### src/rtl/c880_bist_pkg.sv
// Shared definitions for the C880 BIST capture path: FSM state encoding,
// default widths and the default MISR polynomial/seed.
package c880_bist_pkg;

  // Response word width: one bit per C880 primary output.
  localparam int RESP_W_DEF = 26;
  // Pattern counter width: holds a 5000-pattern run.
  localparam int CNT_W_DEF  = 13;

  // x^26 + x^6 + x^2 + x + 1; the x^26 term is implicit (shifted-out MSB).
  localparam logic [RESP_W_DEF-1:0] POLY_DEF = 26'h0000047;
  localparam logic [RESP_W_DEF-1:0] SEED_DEF = 26'h0000000;

  // Run sequencing states.
  // state    | meaning
  // ST_IDLE  | out of reset, waiting for the first start
  // ST_RUN   | accepting and compacting response words
  // ST_CHECK | final signature compared against golden value
  // ST_DONE  | result held until the next start
  typedef enum logic [1:0] {
    ST_IDLE  = 2'd0,
    ST_RUN   = 2'd1,
    ST_CHECK = 2'd2,
    ST_DONE  = 2'd3
  } bist_state_e;

endpackage

### src/rtl/c880_resp_compactor_misr_step.sv
// One combinational MISR step: shift left, fold the shifted-out MSB back in
// through the feedback taps, then XOR the incoming word. Shared with the
// pattern-source LFSR (which drives data_i with zero).
module misr_step #(
  parameter int             W    = 26,
  parameter logic [W-1:0]   POLY = 26'h0000047
) (
  input  logic [W-1:0] sig_i,
  input  logic [W-1:0] data_i,
  output logic [W-1:0] sig_o
);

  logic [W-1:0] shifted;
  logic [W-1:0] feedback;

  // Galois-style shift with feedback selected by the outgoing MSB.
  always_comb begin
    shifted  = {sig_i[W-2:0], 1'b0};
    feedback = sig_i[W-1] ? POLY : '0;
    sig_o    = shifted ^ feedback ^ data_i;
  end

endmodule

### src/rtl/c880_resp_compactor.sv
// BIST response compactor for the C880 ALU under test. Folds one response
// word per handshake into a MISR, then compares the final signature with a
// golden value after the programmed number of patterns.
// Optional feature macro: RESP_XMASK_EN adds resp_mask; masked bits are
// forced to zero before compaction so unknown CUT outputs cannot corrupt
// the signature.
module c880_resp_compactor
  import c880_bist_pkg::*;
#(
  parameter int                  RESP_W = RESP_W_DEF,
  parameter int                  CNT_W  = CNT_W_DEF,
  parameter logic [RESP_W-1:0]   POLY   = POLY_DEF,
  parameter logic [RESP_W-1:0]   SEED   = SEED_DEF
) (
  input  logic              clk,
  input  logic              rst_n,
  input  logic              start,
  input  logic [CNT_W-1:0]  num_patterns,
  input  logic [RESP_W-1:0] golden_sig,
  input  logic              resp_valid,
  output logic              resp_ready,
  input  logic [RESP_W-1:0] resp_data,
`ifdef RESP_XMASK_EN
  input  logic [RESP_W-1:0] resp_mask,
`endif
  output logic              busy,
  output logic              done,
  output logic              pass,
  output logic [RESP_W-1:0] signature,
  output logic [CNT_W-1:0]  count
);

  bist_state_e       state_q;
  logic [RESP_W-1:0] sig_q;
  logic [RESP_W-1:0] sig_d;
  logic [CNT_W-1:0]  cnt_q;
  logic [CNT_W-1:0]  cnt_d;
  logic [CNT_W-1:0]  n_q;
  logic              pass_q;
  logic [RESP_W-1:0] data_eff;
  logic              accept;
  logic              last_accept;

  // Word actually folded into the signature (X-masked when enabled).
`ifdef RESP_XMASK_EN
  assign data_eff = resp_data & ~resp_mask;
`else
  assign data_eff = resp_data;
`endif

  misr_step #(
    .W    (RESP_W),
    .POLY (POLY)
  ) u_misr_step (
    .sig_i  (sig_q),
    .data_i (data_eff),
    .sig_o  (sig_d)
  );

  // Handshake and run-length decode. resp_ready comes from state alone so
  // the CUT side never sees a combinational loop through resp_valid.
  assign resp_ready  = (state_q == ST_RUN);
  assign accept      = resp_valid && resp_ready;
  assign cnt_d       = cnt_q + CNT_W'(1);
  assign last_accept = accept && (cnt_d == n_q);

  // Run sequencer: start handling, compaction, count and final compare.
  always_ff @(posedge clk or negedge rst_n) begin
    if (!rst_n) begin
      state_q <= ST_IDLE;
      sig_q   <= SEED;
      cnt_q   <= '0;
      n_q     <= '0;
      pass_q  <= 1'b0;
    end else begin
      case (state_q)
        ST_IDLE, ST_DONE: begin
          if (start) begin
            sig_q   <= SEED;
            cnt_q   <= '0;
            pass_q  <= 1'b0;
            n_q     <= num_patterns;
            // Zero-length run skips straight to the compare on SEED.
            state_q <= (num_patterns == '0) ? ST_CHECK : ST_RUN;
          end
        end
        ST_RUN: begin
          if (accept) begin
            sig_q <= sig_d;
            cnt_q <= cnt_d;
          end
          if (last_accept) begin
            state_q <= ST_CHECK;
          end
        end
        ST_CHECK: begin
          pass_q  <= (sig_q == golden_sig);
          state_q <= ST_DONE;
        end
        default: begin
          state_q <= ST_IDLE;
        end
      endcase
    end
  end

  // Status outputs decoded from the state register.
  assign busy      = (state_q == ST_RUN) || (state_q == ST_CHECK);
  assign done      = (state_q == ST_DONE);
  assign pass      = pass_q;
  assign signature = sig_q;
  assign count     = cnt_q;

endmodule

### config.mk
export PLATFORM = sky130hd
export DESIGN_NAME = c880_resp_compactor
export DESIGN_NICKNAME = d
export VERILOG_FILES = /design/src/rtl/c880_bist_pkg.sv /design/src/rtl/c880_resp_compactor_misr_step.sv /design/src/rtl/c880_resp_compactor.sv
export SDC_FILE = /design/constraint.sdc
export NUM_CORES = 1
export LEC_CHECK = 0
export ABC_AREA = 1
export BUFFER_PORTS_ARGS = -buffer_cell sky130_fd_sc_hd__clkbuf_2
export CORE_MARGIN = 4
export CORE_UTILIZATION = 40
export DETAILED_ROUTE_END_ITERATION = 7
export PLACE_DENSITY = 0.75
export SLEW_MARGIN = 20
export SYNTH_ARGS = -nofsm -noshare
export SYNTH_HDL_FRONTEND = slang
export SYNTH_SLANG_ARGS = --single-unit
### constraint.sdc
create_clock -name clk -period 2.4 [get_ports clk]
set_clock_uncertainty 0.2 [all_clocks]
set_input_delay 0.12 -clock clk [delete_from_list [all_inputs] [get_ports clk]]
set_output_delay 0.12 -clock clk [all_outputs]
set_load 0.005 [all_outputs]
# [After elaboration in Yosys (flattened, before gate mapping)]
# Index checks and enable logic that the tools add are counted.
[totals] wordCells=41 reg_bits=55 in_bits=69
[op_classes] eq_ne=8 addsub=1 n_mux=13 bitwise=2 n_reduce_logical=12
[op_table] cell="26-bit 2-to-1 mux" count=2
[op_table] cell="26-bit one-hot mux with 2 select lines" count=1
[op_table] cell="26-bit bitwise XOR" count=2
[op_table] cell="26-bit == test" count=1
[op_table] cell="13-bit 2-to-1 mux" count=2
[op_table] cell="13-bit one-hot mux with 2 select lines" count=1
[op_table] cell="13-bit by 1-bit adder with 13-bit output, second input constant" count=1
[op_table] cell="13-bit == test" count=1
[op_table] cell="13-bit zero test" count=1
[op_table] cell="7-bit 2-to-1 mux" count=1
[op_table] cell="2-bit 2-to-1 mux" count=3
[op_table] cell="2-bit one-hot mux with 3 select lines" count=1
[op_table] cell="2-bit AND reduction" count=3
[op_table] cell="2-bit == test, second input constant" count=2
[op_table] cell="2-bit by 1-bit inequality test with 1-bit output, second input constant" count=2
[op_table] cell="2-bit nonzero test" count=2
[op_table] cell="3-bit AND reduction" count=1
[op_table] cell="2-bit by 1-bit == test with 1-bit output, second input constant" count=1
[op_table] cell="1-bit logical AND" count=2
[op_table] cell="2-bit zero test" count=1
[op_table] cell="2-bit inequality test, second input constant" count=1
[op_table] cell="1-bit one-hot mux with 2 select lines" count=1
[op_table] cell="2-bit OR reduction" count=1
[op_table] cell="1-bit logical OR" count=1
[op_table] cell="1-bit 2-to-1 mux" count=1

# [Longest topological paths before layout]
[depth] depth_word=5 depth_mapped=16

# [Cells and area by module]
# From an unflattened synthesis, not the netlist that was laid out.
[hier_totals] hier_cells=440 hier_area_um2=3370.7
[by_module_without_submodules] mod="c880_resp_compactor" area_each_um2=3071.7 instances=1 seq_area_each_um2=1376.3 cells_per_inst=392
[by_module_without_submodules] mod="misr_step" area_each_um2=299.0 instances=1 seq_area_each_um2=0.0 cells_per_inst=48

# [Worst setup path after synthesis]
# Ideal clock, no wire load.
[synth_timing] path_type="register -> register" startpoint="register state_q[0]" endpoint="register sig_q[16] (netlist: signature[16])" path_slack_ns=0.389 required_ns=2.065 arrival_ns=1.676 path_stages_with_launch=12 synth_period_minus_slack_ns=2.011 path_buffers=1 path_cell_list="dfrtp_1 > inv_1 > ha_1 > inv_2 > nor2_1 > nor2_2 > inv_1 > o21ai_2 > inv_2 > buf_2 > nand2_1 > o21ai_0"
[synth_via] elab_chain_len=4
[synth_lines] item="from (decl)" line="c880_resp_compactor.sv:33" rtl="bist_state_e state_q;"
[synth_lines] item="from (signal assigned)" line="c880_resp_compactor.sv:84" rtl="state_q <= (num_patterns == '0) ? ST_CHECK : ST_RUN;"
[synth_lines] item="2-bit == test (tied with other cells)" line="c880_resp_compactor.sv:76" rtl="case (state_q)"
[synth_lines] item="2-bit OR reduction or 1-bit logical AND (tied branches)" line="c880_resp_compactor.sv:76, c880_resp_compactor.sv:63"
[synth_lines] item="2-bit inequality test (no line) (tied with other cells)"
[synth_lines] item="3-bit AND reduction (no line)"
[synth_lines] item="to (signal assigned)" line="c880_resp_compactor.sv:89" rtl="sig_q <= sig_d;"
[synth_lines] item="to (decl)" line="c880_resp_compactor.sv:34" rtl="logic [RESP_W-1:0] sig_q;"
# Several ways; a longest one is shown, not always the timed one.
# A chain may end at the register's enable or synchronous reset.

# [Worst setup path after layout]
[layout_timing] startpoint="register cnt_q[1] (netlist: count[1])" endpoint="register state_q[1]"
[layout_via] elab_chain_len=5
[layout_lines] item="from (decl)" line="c880_resp_compactor.sv:36" rtl="logic [CNT_W-1:0] cnt_q;"
[layout_lines] item="from (signal assigned)" line="c880_resp_compactor.sv:90" rtl="cnt_q <= cnt_d;"
[layout_lines] item="13-bit by 1-bit adder with 13-bit output" line="c880_resp_compactor.sv:64" rtl="assign cnt_d = cnt_q + CNT_W'(1);"
[layout_lines] item="13-bit == test" line="c880_resp_compactor.sv:65" rtl="assign last_accept = accept && (cnt_d == n_q);"
[layout_lines] item="1-bit logical AND" line="c880_resp_compactor.sv:65"
[layout_lines] item="2-bit by 1-bit inequality test with 1-bit output (no line)"
[layout_lines] item="2-bit AND reduction (no line)"
# No other way between the ends.

==> metrics <==
synthesized area per cell ~7.5 um^2; Port-buffer cells approximately 110; detailed placement HPWL 7240 um; Final Slew Violations 0; area of the multi-input gates 0.00172 mm^2; Post-Synthesis Cell Area 0.00335 mm^2; post-route cell area 0.00457 mm^2; drt initial violations 196; area grow syn2layout 36.6%; worst slew pin tran 0.560 ns; Rel. slew slack 0.627; worst vdd ir between 0.4 and 0.5 mV; Die Span X ~99 um; deepest clock path buffer count 2; Final min period approximately 2.2 ns; setup repair bufs after CTS 0; post-synthesis sequential area ratio 0.411; Worst EP arrival between 2 and 2.5 ns; first-pass GRT wire length 16000 um; asr flop ratio synth 1.00; Synth Register Bits 55; Warnings, synthesis 0; register area 0.00138 mm^2; antenna violations before repair 0; Routability Congestion 0.853; Syn Inst Count 448; vias in the first global route about 3400; Final TNS setup 0 ns; Hold Path Class input pin to register; Max Fanout on Critical Path 7; Clock Tree Root clkbuf_8; placed cell areas between 0.004 and 0.005 mm^2; vias per cell 5.03; share of layout cells above drive strength 1 0.247; final worst-path cycle share 0.901; DRT Pass-1 Iters 4; vias post-DR 3564; num rows 33; Max-Cap Viols 0; chip height 99.5 um; setup violators final 0; io pins roughly 110; Num Clock Sinks 55; data required time at the worst endpoint between 2 and 2.5 ns; total gr overflow 0; CTS tree yes; unrepaired setup endpoints after global routing no; routed len/inst 13.5 um; syn_nets 521; cts bufs inserted 5; Antenna Cells 0; largest net degree at the start of global routing 39; hold slack 0.0301 ns; final hold violation count 0; worst-skew pair later-pin latency 0.31 ns; drt drc 0; H-tree Lvls 2; CORE AREA 0.00818 mm^2; post-synthesis cell type count 34; Worst-path clk slew ~0.10 ns; # fillers between 700 and 800; nets@finish 677; PD cells 872 mW/mm^2; number of synthesized flops with an enable pin 0; maximum clock rate approximately 460 MHz; CP Launch Type register; Leak 0.00231 uW; top_reg_cell synth dfrtp_1; CP endpoint kind register; Die Footprint 0.00990 mm^2; Worst Setup Path Type register to register; Starting Density 0.409; antenna-violating nets left 0; GRT Total Usage 0.199; wirelength, routed 9570 um; status completed
## registers in the layout, indices dropped and copies added (netlist names)
signal,count
signature,26
count,13
n_q,13
state_q,2
pass,1
## placed cells by master, fill, tap and decap left out, drive strengths merged, types with 12 or more instances in the layout
cell,netlist,final
clkbuf,7,117
nor2,30,30
inv,59,60
xnor2,16,16
dlygate4sd3,0,40
o22ai,15,15
nand3,31,31
nand2,125,125
xor2,12,12
o21ai,43,43
nand4,15,15
dfrtp,55,55
## final timing paths
path                                 from      endpoint  slack [ns]  cells past startpoint
setup / recovery                 count[1]    state_q[1]        0.24                     14
hold / removal             golden_sig[19]          pass        0.03                      6
setup reg to reg                 count[1]    state_q[1]        0.24                     14
hold reg to reg                    n_q[9]        n_q[9]        0.32                      2
max in group asynchronous           rst_n      count[1]        1.31                      3
min in group asynchronous           rst_n  signature[1]        0.11                      2
## report_power, final
group	total, uW	internal [uW]	switching, uW	leakage, uW
Combinational	1900	801	1100	0.00154
Sequential	1540	1220	317	0.000724
Clock	544	233	311	0.0000477
## synthesized netlist by cell type, types with 2 or more instances
cell	number	share of area
nand3b_1	6	0.013
nor3_1	2	0.0030
a211oi_1	3	0.0067
a21oi_1	2	0.0030
ha_1	4	0.015
buf_2	3	0.0045
o22ai_1	15	0.028
nand4_1	15	0.028
dfrtp_1	55	0.41
xor2_1	12	0.031
inv_1	57	0.064
inv_2	2	0.0022
nor2_1	25	0.028
or2_2	7	0.013
xnor2_1	16	0.042
nand3_1	31	0.046
nand2_1	121	0.14
clkbuf_1	7	0.0079
o31ai_1	4	0.0090
nor2_2	3	0.0056
nand2_2	4	0.0075
o21ai_0	41	0.061
o211ai_1	2	0.0045
## worst max-delay path, cell delays in order, from the launching register on
cell,delay [ns]
dfrtp_2,0.44
ha_1,0.20
nand2_2,0.13
nor2_2,0.19
nand2_1,0.09
nand2_1,0.09
nand3_1,0.07
nand2_1,0.06
nand3_1,0.07
nor2_1,0.15
nand2_1,0.10
nand2_2,0.09
nand2_2,0.06
nand2_1,0.05
nand2_1,0.06
## layout make-up
class / instances / share of cell area
inverters: 60 / 0.0498
clock inverters: 1 / 0.00192
multi-input cells: 323 / 0.375
flip-flops and latches: 55 / 0.301
clock buffers: 6 / 0.0181
well taps: 105 / 0.0287
repair buffers: 159 / 0.225
## stage by stage
stage | total power, uW | util | instances | setup slack [ns]
floorplan | 2680 | - | 448 | 0.389
global placement | 3330 | 0.497 | 662 | 0.153
detailed placement | 3390 | 0.497 | 662 | 0.113
CTS | 3990 | 0.557 | 709 | 0.0905
global route | 4360 | 0.559 | 709 | 0.0485
finish | 3990 | 0.559 | 709 | 0.238
## layer usage
layer	part of all wire	GRT usage
met1	0.44	0.263
met2	0.48	0.327
met3	0.052	0.0323
met4	0.031	0.0746
met5	0	0
## logic make-up (layout without fill, tap and decap cells)
logic type	count (synthesis)	in the layout	synth area share
buffers and inverters	70	226	0.0796
adders and majority gates	4	4	0.0150
xor gates and xnor gates	28	28	0.0733
DFF	55	55	0.411
and+or+nand+nor	218	218	0.294
AOI/OAI and AO/OA	73	73	0.127
## repair_timing
| item | CTS | global route |
|---|---|---|
| gates resized for setup | 0 | 7 |
| hold buffers | 40 | 0 |
| setup endpoints to repair | 0 | 4 |
| endpoints found under the hold margin | 94 | 0 |
Power figures use the tool's default switching activity.
